[src/rtl/gmii_tx_arbiter.sv]
// Two-source GMII transmit arbiter: round-robin at frame boundaries, minimum IPG,
// and TX_ER marking of source underruns and bytes past MAX_FRAME.
module gmii_tx_arbiter #(
  parameter int IPG_CYCLES = 12,
  parameter int MAX_FRAME  = 1522
) (
  input  logic       Clk,
  input  logic       mr_main_reset,
  input  logic       req_a,
  input  logic       req_b,
  input  logic [7:0] data_a,
  input  logic [7:0] data_b,
  input  logic       valid_a,
  input  logic       valid_b,
  input  logic       last_a,
  input  logic       last_b,
  output logic       ready_a,
  output logic       ready_b,
  output logic [7:0] TXD,
  output logic       TX_EN,
  output logic       TX_ER,
  output logic [1:0] grant,
  output logic       busy
);

  localparam int CNT_W = $clog2(MAX_FRAME + 1);
  localparam int IPG_W = (IPG_CYCLES > 1) ? $clog2(IPG_CYCLES) : 1;

  typedef enum logic [1:0] {
    ST_IDLE,
    ST_XMIT,
    ST_IPG
  } state_t;

  state_t             state_reg, state_next;
  logic [1:0]         grant_reg, grant_next;
  logic               rr_b_reg, rr_b_next;       // 1: B wins the next tie
  logic [CNT_W-1:0]   byte_cnt_reg, byte_cnt_next;
  logic               started_reg, started_next; // first byte of frame accepted
  logic [IPG_W-1:0]   ipg_cnt_reg, ipg_cnt_next;
  logic [7:0]         txd_reg, txd_next;
  logic               tx_en_reg, tx_en_next;
  logic               tx_er_reg, tx_er_next;

  logic [1:0] src_valid;
  logic [1:0] src_last;
  logic [1:0] ready_vec;
  logic       accept;
  logic       sel_last;
  logic [7:0] sel_data;
  logic       pick_b;

  assign src_valid = {valid_b, valid_a};
  assign src_last  = {last_b, last_a};

  genvar gi;
  generate
    for (gi = 0; gi < 2; gi++) begin : g_ready
      assign ready_vec[gi] = grant_reg[gi] & (state_reg == ST_XMIT);
    end
  endgenerate

  assign ready_a  = ready_vec[0];
  assign ready_b  = ready_vec[1];
  assign accept   = |(ready_vec & src_valid);
  assign sel_last = |(ready_vec & src_last);
  assign sel_data = grant_reg[1] ? data_b : data_a;
  assign pick_b   = req_b & (~req_a | rr_b_reg);

  always_comb begin
    state_next    = state_reg;
    grant_next    = grant_reg;
    rr_b_next     = rr_b_reg;
    byte_cnt_next = byte_cnt_reg;
    started_next  = started_reg;
    ipg_cnt_next  = ipg_cnt_reg;
    txd_next      = 8'h00;
    tx_en_next    = 1'b0;
    tx_er_next    = 1'b0;
    case (state_reg)
      ST_IDLE: begin
        if (req_a | req_b) begin
          grant_next    = pick_b ? 2'b10 : 2'b01;
          rr_b_next     = ~pick_b;
          byte_cnt_next = '0;
          started_next  = 1'b0;
          state_next    = ST_XMIT;
        end
      end
      ST_XMIT: begin
        if (accept) begin
          txd_next     = sel_data;
          tx_en_next   = 1'b1;
          tx_er_next   = (byte_cnt_reg >= CNT_W'(MAX_FRAME));
          started_next = 1'b1;
          if (byte_cnt_reg != '1) begin
            byte_cnt_next = byte_cnt_reg + CNT_W'(1);
          end
          if (sel_last) begin
            grant_next   = 2'b00;
            ipg_cnt_next = IPG_W'(IPG_CYCLES - 1);
            state_next   = ST_IPG;
          end
        end else if (started_reg) begin
          // Underrun inside a frame: keep TX_EN up and poison the frame.
          tx_en_next = 1'b1;
          tx_er_next = 1'b1;
        end
      end
      ST_IPG: begin
        if (ipg_cnt_reg == '0) begin
          state_next = ST_IDLE;
        end else begin
          ipg_cnt_next = ipg_cnt_reg - IPG_W'(1);
        end
      end
      default: begin
        state_next = ST_IDLE;
        grant_next = 2'b00;
      end
    endcase
  end

  always_ff @(posedge Clk) begin
    if (mr_main_reset) begin
      state_reg    <= ST_IDLE;
      grant_reg    <= 2'b00;
      rr_b_reg     <= 1'b0;
      byte_cnt_reg <= '0;
      started_reg  <= 1'b0;
      ipg_cnt_reg  <= '0;
      txd_reg      <= 8'h00;
      tx_en_reg    <= 1'b0;
      tx_er_reg    <= 1'b0;
    end else begin
      state_reg    <= state_next;
      grant_reg    <= grant_next;
      rr_b_reg     <= rr_b_next;
      byte_cnt_reg <= byte_cnt_next;
      started_reg  <= started_next;
      ipg_cnt_reg  <= ipg_cnt_next;
      txd_reg      <= txd_next;
      tx_en_reg    <= tx_en_next;
      tx_er_reg    <= tx_er_next;
    end
  end

  assign TXD   = txd_reg;
  assign TX_EN = tx_en_reg;
  assign TX_ER = tx_er_reg;
  assign grant = grant_reg;
  assign busy  = (state_reg != ST_IDLE);

endmodule
[config.mk]
export PLATFORM = sky130hd
export DESIGN_NAME = gmii_tx_arbiter
export DESIGN_NICKNAME = d
export VERILOG_FILES = /design/src/rtl/gmii_tx_arbiter.sv
export SDC_FILE = /design/constraint.sdc
export NUM_CORES = 1
export LEC_CHECK = 0
export ABC_AREA = 1
export CELL_PAD_IN_SITES_DETAIL_PLACEMENT = 1
export CELL_PAD_IN_SITES_GLOBAL_PLACEMENT = 1
export CORE_UTILIZATION = 36
export CTS_CLUSTER_DIAMETER = 100
export DETAILED_ROUTE_END_ITERATION = 10
export PLACE_DENSITY_LB_ADDON = 0.1
export SLEW_MARGIN = 5
export SYNTH_ARGS = -nofsm -noshare
export SYNTH_HDL_FRONTEND = slang
export SYNTH_SLANG_ARGS = --single-unit
[constraint.sdc]
create_clock -name Clk -period 2.78 [get_ports Clk]
set_clock_uncertainty 0.1 [all_clocks]
set_input_delay 0.278 -clock Clk [delete_from_list [all_inputs] [get_ports Clk]]
set_output_delay 0.278 -clock Clk [all_outputs]
set_load 0.02 [all_outputs]
==> Word-level counts from Yosys, hierarchy flattened <==
Index checks and enable logic that the tools add are counted.
{ "classes": {"order_cmp": 1, "n_eq_ne": 9, "n_bitwise": 12, "n_reduce_logical": 15, "muxes": 25, "add_sub_neg": 2} }
{ "op_table": {"columns": ["operator", "count"], "rows": [
  ["11-bit two-way mux", 3],
  ["11-bit case mux with 2 select lines", 1],
  ["2-bit two-way mux", 8],
  ["4-bit AND reduction", 4],
  ["4-bit two-way mux", 3],
  ["2-bit case mux with 3 select lines", 2],
  ["11-bit by 1-bit adder with 11-bit output, second input constant", 1],
  ["11-bit greater-or-equal comparator, second input constant", 1],
  ["11-bit != test, second input constant", 1],
  ["2-bit != test, second input constant", 5],
  ["8-bit two-way mux", 1],
  ["4-bit case mux with 2 select lines", 1],
  ["2-bit nonzero test", 3],
  ["2-bit OR reduction", 3],
  ["1-bit two-way mux", 5],
  ["1-bit inverter", 5],
  ["2-bit bitwise AND", 2],
  ["4-bit logical NOT", 1],
  ["4-bit by 1-bit subtractor with 4-bit output, second input constant", 1],
  ["1-bit bitwise AND", 3],
  ["3-bit AND reduction", 1],
  ["3-bit OR reduction", 1],
  ["2-bit by 1-bit equality test with 1-bit output, second input constant", 1],
  ["2-bit equality test, second input constant", 1],
  ["5 further kinds", 6]
]} }
{ "totals": {"elab_cells": 73, "ff_bits": 31, "inputBits": 24, "out_inout_bits": 15} }

==> Depth between registers and ports, before layout <==
Gate-level depths: netlist of run 1.
{ "logic_depth": {"word_depth": 7, "mapped_depth": 9, "depth_no_buf": 9} }

==> Worst setup path before layout of run 1 <==
OpenSTA, ideal clock, no wires.
{ "synth_timing": {"kind": "register -> output", "start": "reg grant_reg[1] (netlist: grant[1])", "end": "out ready_b", "n_path_buf": 1, "path_stages_with_launch": 4, "arrival_ns": 1.204, "setup_slack_ns": 1.198, "required_ns": 2.402, "cell_sequence": "dfxtp_1 -> buf_2 -> clkinv_1 -> nor2_1"} }
{ "synth_via": {"elab_chain_cells": 1} }
{ "synth_lines": {"columns": ["item", "line", "source"], "rows": [
  ["from (decl)", "36", "logic [1:0] grant_reg, grant_next;"],
  ["from (signal assigned)", "137", "grant_reg <= grant_next;"],
  ["1-bit bitwise AND", "59", "assign ready_vec[gi] = grant_reg[gi] & (state_reg == ST_XMIT);"],
  ["to (decl)", "18", "output logic ready_b,"]
]} }
Every way passes these cells.

==> Worst setup path after layout of run 1 <==
{ "layout_timing": {"start": "reg state_reg[0]", "end": "out ready_b"} }
{ "layout_via": {"elab_chain_cells": 2} }
{ "layout_lines": {"columns": ["item", "line", "source"], "rows": [
  ["from (decl)", "35", "state_t state_reg, state_next;"],
  ["from (signal assigned)", "136", "state_reg <= state_next;"],
  ["2-bit by 1-bit equality test with 1-bit output", "59", null],
  ["1-bit bitwise AND", "59", null]
]} }
Every way passes these cells.

==> results of run 1 <==
tightest hold or removal path, cell delays in order (launching register included):
cell,delay (ns)
dfxtp_1,0.32
o21bai_1,0.07
inv_1,0.04
final timing paths:
kind,start,to,slack [ns],cells past startpoint
hold / removal,ipg_cnt_reg[0],ipg_cnt_reg[0],0.37,2
hold reg to reg,ipg_cnt_reg[0],ipg_cnt_reg[0],0.37,2
setup reg to reg,byte_cnt_reg[1],byte_cnt_reg[10],1.11,7
setup / recovery,state_reg[0],ready_b,0.62,5
metrics by stage:
stage               setup slack, ns  total power, uW
CTS                          0.6078             1087
global placement             0.9627            684.0
finish                       0.6232             1072
detailed placement           0.9237            688.8
global route                 0.4915             1140
floorplan                     1.198            600.0
power by group through the flow:
stage	registers [uW]	logic, uW	clock network [uW]
2_1_floorplan	497	103	0
3_3_place_gp	494	190	0
3_5_place_dp	494	195	0
4_1_cts	484	197	406
5_1_grt	487	217	436
6_report	484	194	394
cells by family after synthesis:
family | after synthesis | share of synthesized area
fa+ha+maj | 3 | 0.02383
simple gates | 120 | 0.3519
compound gates | 43 | 0.1430
xor+xnor | 1 | 0.005561
flops | 31 | 0.3940
buf+inv | 34 | 0.08180
final cells by class:
class / count / area share
clock inverters: 1 / 0.003527
well taps: 50 / 0.02939
inverters: 32 / 0.05644
flip-flops and latches: 31 / 0.2916
repair buffers: 40 / 0.1858
clock buffers: 7 / 0.04527
multi-input cells: 167 / 0.3880
placed cells by master, fill, tap and decap left out:
cell	netlist	layout
a21oi_1	25	25
buf_4	0	2
clkbuf_8	0	7
clkdlybuf4s50_1	0	38
clkinv_1	1	1
clkinvlp_4	0	1
dfxtp_1	31	31
ha_1	3	3
inv_1	28	28
inv_2	3	3
nand2_1	69	69
nand2_2	4	4
nand3_1	12	12
nand3_2	3	3
nand4_1	3	3
nand4_2	2	2
nor2_1	19	19
nor2_2	1	1
nor2_4	3	3
nor3_1	1	1
nor3b_1	1	1
nor4_1	1	1
o211ai_1	2	2
o21a_1	1	1
o21ai_0	14	14
o21bai_1	1	1
or2_2	1	1
xor2_1	1	1
routing by layer:
metal / global-route usage / up-vias / part of all wire / routed length [um]
met5: 0 / - / 0 / 0
met2: 0.3640 / 29 / 0.51 / 2198
met1: 0.2553 / 763 / 0.44 / 1880
met3: 0.05000 / 7 / 0.032 / 136
met4: 0.08854 / 0 / 0.019 / 80
li1: - / 838 / - / -
==> flow_summary.ini, run 1 <==
[timing]
clock.fmax_mhz = 463.7
fin_hold_ws_ns = 0.3656
relSlewSlack = 0.7245
drv_slew = 0
final_hold_viol_count = 0
rsz0062_at_grt = false
worst_slew_pin_slew_ns = 0.4089
min_period_over_period = 0.7758
final.setup.tns_ns = 0
setup_viol_count_final = 0
fin_crit_ns = 2.157

[finish]
ff_latch_area_um2 = 620.6
n_antenna_cell = 0
final_cell_area_mm2 = 0.002128
multi_input_area_um2 = 825.8
final_layout_size_suffix_gt1_frac = 0.09712
largest_reg_flops = 11
final_nets = 304
fill_cells = 554
final_core_util = 0.5208
syn2layout_area_growth_pct = 35.11
final_cells = 328

[setup_path]
critPathSlowestCell = clkdlybuf4s50_1
crit_required_ns = 2.40
critPathMaxStageDelay_ns = 0.61
crit_fanout = 8
critPathKind = flop to output port
worstPathBufferInverterCount = 3
crit_path_cell_trace = inv_1 -> nor2_4 -> inv_2 -> nor2_1 -> clkdlybuf4s50_1
crit_path_start_kind = flop
critPathArrivalTime_ns = 1.78
path_delay_family = buffers and inverters
end_kind = output port

[floorplanning]
core_mm2 = 0.004086
io_pins = 39
die_area_mm2 = 0.004644
die_w_um = 68.15
rows = 23
start_util = 0.3855
die_h_um = 68.15

[clock_tree]
worstSkewPairLatency_ns = 0.28
cts_resized = 0
cts_tree = done
root_buffer = clkbuf_8
htree_num_levels = 2
cts_buffer_depth = 2
hold_buffers = 0
clkSinkCount = 31
cts_setup_buffers = 0
clkSlewWorstSetupHoldPaths_ns = 0.06
cts_buffers = 5

[yosys]
yosysTopAreaCellShare = 0.3940
yosysSeqAreaShare = 0.3940
postSynthAreaPerCell_um2 = 6.790
yosys_warnings = 0
synthesis.area_mm2 = 0.001575
synthTopCellsByCount = 69 x nand2_1, 31 x dfxtp_1, 28 x inv_1, 25 x a21oi_1, 19 x nor2_1
synth_ff_type = dfxtp_1
synth_area_leader_cell = dfxtp_1
synth_edf_count = 0
syn_nets = 259
synth_area_leaders = dfxtp_1 39%, nand2_1 16%, a21oi_1 7.9%
synth.ff_latch_count = 31
synthCells = 232
yosys.cell_count.top_type = nand2_1
synthArstFlopShare = 0
synth_cell_types = 26

[global_routing]
grt_first_pass_wirelength_mm = 7.341
grt_overflow_total = 0
gr-usage-all-layers = 0.2138
grt_max_degree = 14
antenna_found_initial = 0
grt_pass1_vias = 1639

[flow_run]
maxCapViolCount = 0

[place]
dpl.cell_count = 320
portBuffers = 38
routabilityCongestion = 0.8052
dp_hpwl_mm = 3.260
placed_area_mm2 = 0.002024

[route]
wl_mm = 4.295
drt_iter0_markers = 75
post_drt_wl_per_cell_um = 13.09
drt-pass1-iter-count = 4
drc_errors = 0
routed_via_density = 4.991
antenna_violating_nets_post_route = 0
via_count = 1637

[hold_path]
hold_path.class = flop to flop

[power]
p_clk_frac = 0.368
peakVddDrop_uv = 235.1
p_sw_uw = 298.6
netSwitchingFraction = 0.2784
total_leakage_power_uw = 0.0008957
p_comb_frac = 0.181
powerDensity_mw_per_mm2 = 503.8
seqPwrFrac = 0.451
intPower_uw = 773.8

[run_status]
status = finished clean
Power figures use the tool's default switching activity.
==> run 2: changes to the inputs <==
Settings changed: CORE_UTILIZATION 36 to 34.
Clock period 2.78 ns to 2.1 ns, I/O delays scaled along.
==> run 2 against run 1 <==
Hold slack worse by 0.0034 ns. Register-to-register slack got worse by 0.65 ns. Global-route usage down 1.8 points. Total power grew 33%. Sequential power rose by 33%. Sequential cell count stayed put. Cell area rose by 0.59%. Highest routed layer unchanged.
==> flow_summary.ini, run 2 (synthesized netlist as in run 1, its figures left out) <==
[finish]
final_cell_area_mm2 = 0.002141
syn2layout_area_growth_pct = 35.90
most-common-layout-cells = 69 x nand2_1, 37 x clkdlybuf4s50_1, 31 x dfxtp_1, 28 x inv_1, 25 x a21oi_1
final_layout_size_suffix_gt1_frac = 0.1004
layout_commonest_cell = nand2_1
final_nets = 305
n_antenna_cell = 0
largest_reg_flops = 11

[timing]
worst_slew_pin_slew_ns = 0.4204
final.setup.tns_ns = 0
worst_slack_ns = 0.1320
clock.fmax_mhz = 508.1
relSlewSlack = 0.7168
setup_viol_count_final = 0
fin_hold_ws_ns = 0.3622
fin_crit_ns = 1.968
rsz0062_at_grt = false
drv_slew = 0
final_hold_viol_count = 0
min_period_over_period = 0.9371

[power]
powerDensity_mw_per_mm2 = 667.2
peakVddDrop_uv = 393.9
total_leakage_power_uw = 0.0009179

[clock_tree]
clkSinkCount = 31
root_buffer = clkbuf_8
htree_num_levels = 2
clkSlewWorstSetupHoldPaths_ns = 0.07
cts_tree = done
cts_buffers = 5
worstSkewPairLatency_ns = 0.28
hold_buffers = 0
cts_buffer_depth = 2

[setup_path]
crit_fanout = 5
end_kind = output port
crit_required_ns = 1.79
rrSetupSlack_ns = 0.46
rr_worst_depth = 8
crit_path_start_kind = flop
critPathKind = flop to output port
critPathArrivalTime_ns = 1.66

[floorplanning]
rows = 24
start_util = 0.3569
core_mm2 = 0.004414
die_w_um = 70.07
die_area_mm2 = 0.004909
die_h_um = 70.07
io_pins = 39

[global_routing]
gr-usage-all-layers = 0.1954
grt_max_degree = 13
antenna_found_initial = 0
grt_pass1_vias = 1693
grt_first_pass_wirelength_mm = 7.652
grt_overflow_total = 0

[route]
routed_via_density = 4.900
via_count = 1622
drt-pass1-iter-count = 4
wl_mm = 4.395
drt_iter0_markers = 25
antenna_violating_nets_post_route = 0
drc_errors = 0
post_drt_wl_per_cell_um = 13.28

[place]
routabilityCongestion = 0.8637
placed_area_mm2 = 0.002034
post-place-ws_ns = 0.3412
portBuffers = 38
dp_hpwl_mm = 3.386

[hold_path]
holdPathStages = 2
hold_path.class = flop to flop

[flow_run]
maxCapViolCount = 0

[run_status]
status = finished clean
==> run 2: cell types whose count changed in the layout (fill, tap and decap cells not counted), sizes merged <==
cell           before  now
buf                 2    3
clkdlybuf4s50      38   37
dlymetal6s2s        0    1
==> run 2: final timing paths <==
path                                       from               to
worst max register to register  byte_cnt_reg[1]  byte_cnt_reg[6]
worst min register to register   ipg_cnt_reg[0]   ipg_cnt_reg[0]
worst max-delay path               state_reg[0]          ready_a
worst min-delay path             ipg_cnt_reg[0]   ipg_cnt_reg[0]
==> run 2: layout make-up <==
class | count | area, um2
Timing Repair Buffer | 41 | 405.4
Multi-Input combinational cell | 167 | 825.8
Fill cell | 577 | 2273
Clock inverter | 1 | 7.507
Tap cell | 52 | 65.06
Inverter | 32 | 120.1
Sequential cell | 31 | 620.6
Clock buffer | 7 | 96.34
==> run 2: worst max-delay path, cell delays in order, from the launching register on <==
cell,delay (ns)
dfxtp_1,0.41
inv_1,0.11
nor2_4,0.14
nand2_1,0.06
inv_1,0.05
clkdlybuf4s50_1,0.61
==> run 2: metal layers <==
metal	vias to the layer above	track usage	routed length, um
met3	9	0.04329	120
met2	27	0.3568	2251
li1	835	-	-
met5	-	0	0
met4	0	0.07111	70
met1	751	0.2201	1951
==> run 2: where the power goes <==
part	leakage, uW	internal (uW)	switching (uW)
clock	0.0000505	298	232
combinational	0.000616	113	143
sequential	0.000252	615	28.1
total	0.000918	1030	402
==> run 2: stage by stage <==
stage          utilization  instances  total power (uW)
3_5_place_dp        0.4609        323             913.7
5_1_grt             0.4850        331              1516
2_1_floorplan            -        232             794.3
4_1_cts             0.4844        331              1453
3_3_place_gp        0.4609        323             909.6
6_report            0.4850        331              1428
==> run 2: repair_timing <==
| item | in CTS | in global routing |
|---|---|---|
| resized for setup | 0 | 1 |
| buffers inserted | 0 | 0 |
| setup endpoints to repair | 0 | 1 |
==> run 3: changes to the inputs <==
--- a/config.mk
+++ b/config.mk
@@ -10,3 +10,4 @@
 export CELL_PAD_IN_SITES_GLOBAL_PLACEMENT = 1
-export CORE_UTILIZATION = 34
+export CORE_MARGIN = 2
+export CORE_UTILIZATION = 30
 export CTS_CLUSTER_DIAMETER = 100
--- a/constraint.sdc
+++ b/constraint.sdc
@@ -4,2 +4,2 @@
 set_output_delay 0.21 -clock Clk [all_outputs]
-set_load 0.02 [all_outputs]
+set_load 0.01 [all_outputs]
==> run 3 against run 2 <==
Sequential cell count stayed put. Routed wire length is 4.0% higher. Count of clock-buffer cells in the layout is 1 lower. Critical path depth is 2 lower. Cell area is 0.35% higher. Total power is 4.1% lower. Largest power group unchanged. Highest routed layer unchanged.
==> flow_summary.ini, run 3 (synthesized netlist as in run 1, its figures left out) <==
[clock_tree]
hold_buffers = 0
htree_num_levels = 2
clkSinkCount = 31
clkSlewWorstSetupHoldPaths_ns = 0.06
cts_tree = done
cts_buffers = 5
cts_setup_buffers = 0
cts_buffer_depth = 2
worstSkewPairLatency_ns = 0.28
root_buffer = clkbuf_8

[place]
portBuffers = 38
routabilityCongestion = 0.8010
placed_area_mm2 = 0.002057
dp_hpwl_mm = 3.488

[timing]
fin_crit_ns = 1.851
setup_viol_count_final = 0
relSlewSlack = 0.7372
final_hold_viol_count = 0
drv_slew = 0
rsz0062_at_grt = false
min_period_over_period = 0.8814
final.setup.tns_ns = 0
clock.fmax_mhz = 540.3
worst_slew_pin_slew_ns = 0.3901
fin_hold_ws_ns = 0.3681

[flow_run]
maxCapViolCount = 0

[finish]
most-common-layout-cells = 69 x nand2_1, 37 x clkdlybuf4s50_1, 30 x dfxtp_1, 28 x inv_1, 25 x a21oi_1
fill_cells = 670
largest_reg_flops = 11
final_cell_area_mm2 = 0.002148
layout_commonest_cell = nand2_1
final_layout_size_suffix_gt1_frac = 0.1007
final_core_util = 0.4233
final_nets = 305
n_antenna_cell = 0
syn2layout_area_growth_pct = 36.38

[route]
post_drt_wl_per_cell_um = 13.14
drt_iter0_markers = 42
drc_errors = 0
antenna_violating_nets_post_route = 0
routed_via_density = 4.675
wl_mm = 4.571
via_count = 1627
drt-pass1-iter-count = 4

[setup_path]
path_delay_family = buffers and inverters
critPathArrivalTime_ns = 1.54
crit_fanout = 5
crit_path_cell_trace = nor2_1 -> inv_1 -> clkdlybuf4s50_1
crit_required_ns = 1.79
critPathMaxStageDelay_ns = 0.55
crit_path_start_kind = flop
critPathSlowestCell = clkdlybuf4s50_1
end_kind = output port
critPathKind = flop to output port
worstPathBufferInverterCount = 2

[floorplanning]
die_area_mm2 = 0.005846
die_h_um = 76.46
io_pins = 39
die_w_um = 76.46
start_util = 0.3104
core_mm2 = 0.005075
rows = 26

[global_routing]
antenna_found_initial = 0
grt_pass1_vias = 1674
grt_first_pass_wirelength_mm = 8.038
gr-usage-all-layers = 0.1719
grt_max_degree = 13
grt_overflow_total = 0

[power]
powerDensity_mw_per_mm2 = 637.6
total_leakage_power_uw = 0.0009146
peakVddDrop_uv = 224.9
finalPower_uw = 1370

[hold_path]
hold_path.class = flop to flop

[run_status]
status = finished clean
## run 3: worst reg2reg max path: stages (launching register included)
cell and delay, ns:
dfxtp_1 0.41, ha_1 0.24, nand3_2 0.13, inv_2 0.11, nand3_1 0.12, nand4_2 0.25
nand2_2 0.12, a21oi_1 0.13
## run 3: report_power, final
group          internal, uW  switching [uW]  leakage [uW]
clock network           257             219     0.0000470
registers               616            27.8      0.000252
logic                   113             137      0.000616
total                   986             384      0.000915
## run 3: layout make-up
type | instances | area [um2] | area share
Clock buffer | 6 | 82.58 | 0.03844
Clock inverter | 1 | 5.005 | 0.002330
Inverter | 32 | 120.1 | 0.05591
Multi-Input combinational cell | 167 | 825.8 | 0.3844
Sequential cell | 31 | 621.8 | 0.2895
Tap cell | 70 | 87.58 | 0.04077
Timing Repair Buffer | 41 | 405.4 | 0.1887
## run 3: timing repair
item                       4_1_cts  5_1_grt
gates resized for setup          1        1
gates cloned                     0        0
setup endpoints to repair        1        1
## run 3: metal layers
| metal | track usage | routed length (um) | part of all wire | vias up |
|---|---|---|---|---|
| li1 | - | - | - | 838 |
| met1 | 0.2126 | 2157 | 0.47 | 748 |
| met2 | 0.2938 | 2144 | 0.47 | 35 |
| met3 | 0.04147 | 210 | 0.046 | 6 |
| met4 | 0.05455 | 58 | 0.013 | 0 |
| met5 | 0 | 0 | 0 | - |
## run 3: path summary, 6_finish.rpt
kind | depth (start not counted) | endpoint | startpoint | slack, ns
worst min-delay path | 2 | ipg_cnt_reg[0] | ipg_cnt_reg[0] | 0.37
worst max register to register | 7 | byte_cnt_reg[10] | byte_cnt_reg[1] | 0.43
worst max-delay path | 3 | busy | state_reg[1] | 0.25
worst min register to register | 2 | ipg_cnt_reg[0] | ipg_cnt_reg[0] | 0.37
## run 3: stage by stage
stage | setup WS, ns | std cells
5_1_grt | 0.1438 | 348
3_3_place_gp | 0.3161 | 341
6_report | 0.2491 | 348
3_5_place_dp | 0.2954 | 341
2_1_floorplan | 0.7074 | 232
4_1_cts | 0.06344 | 348
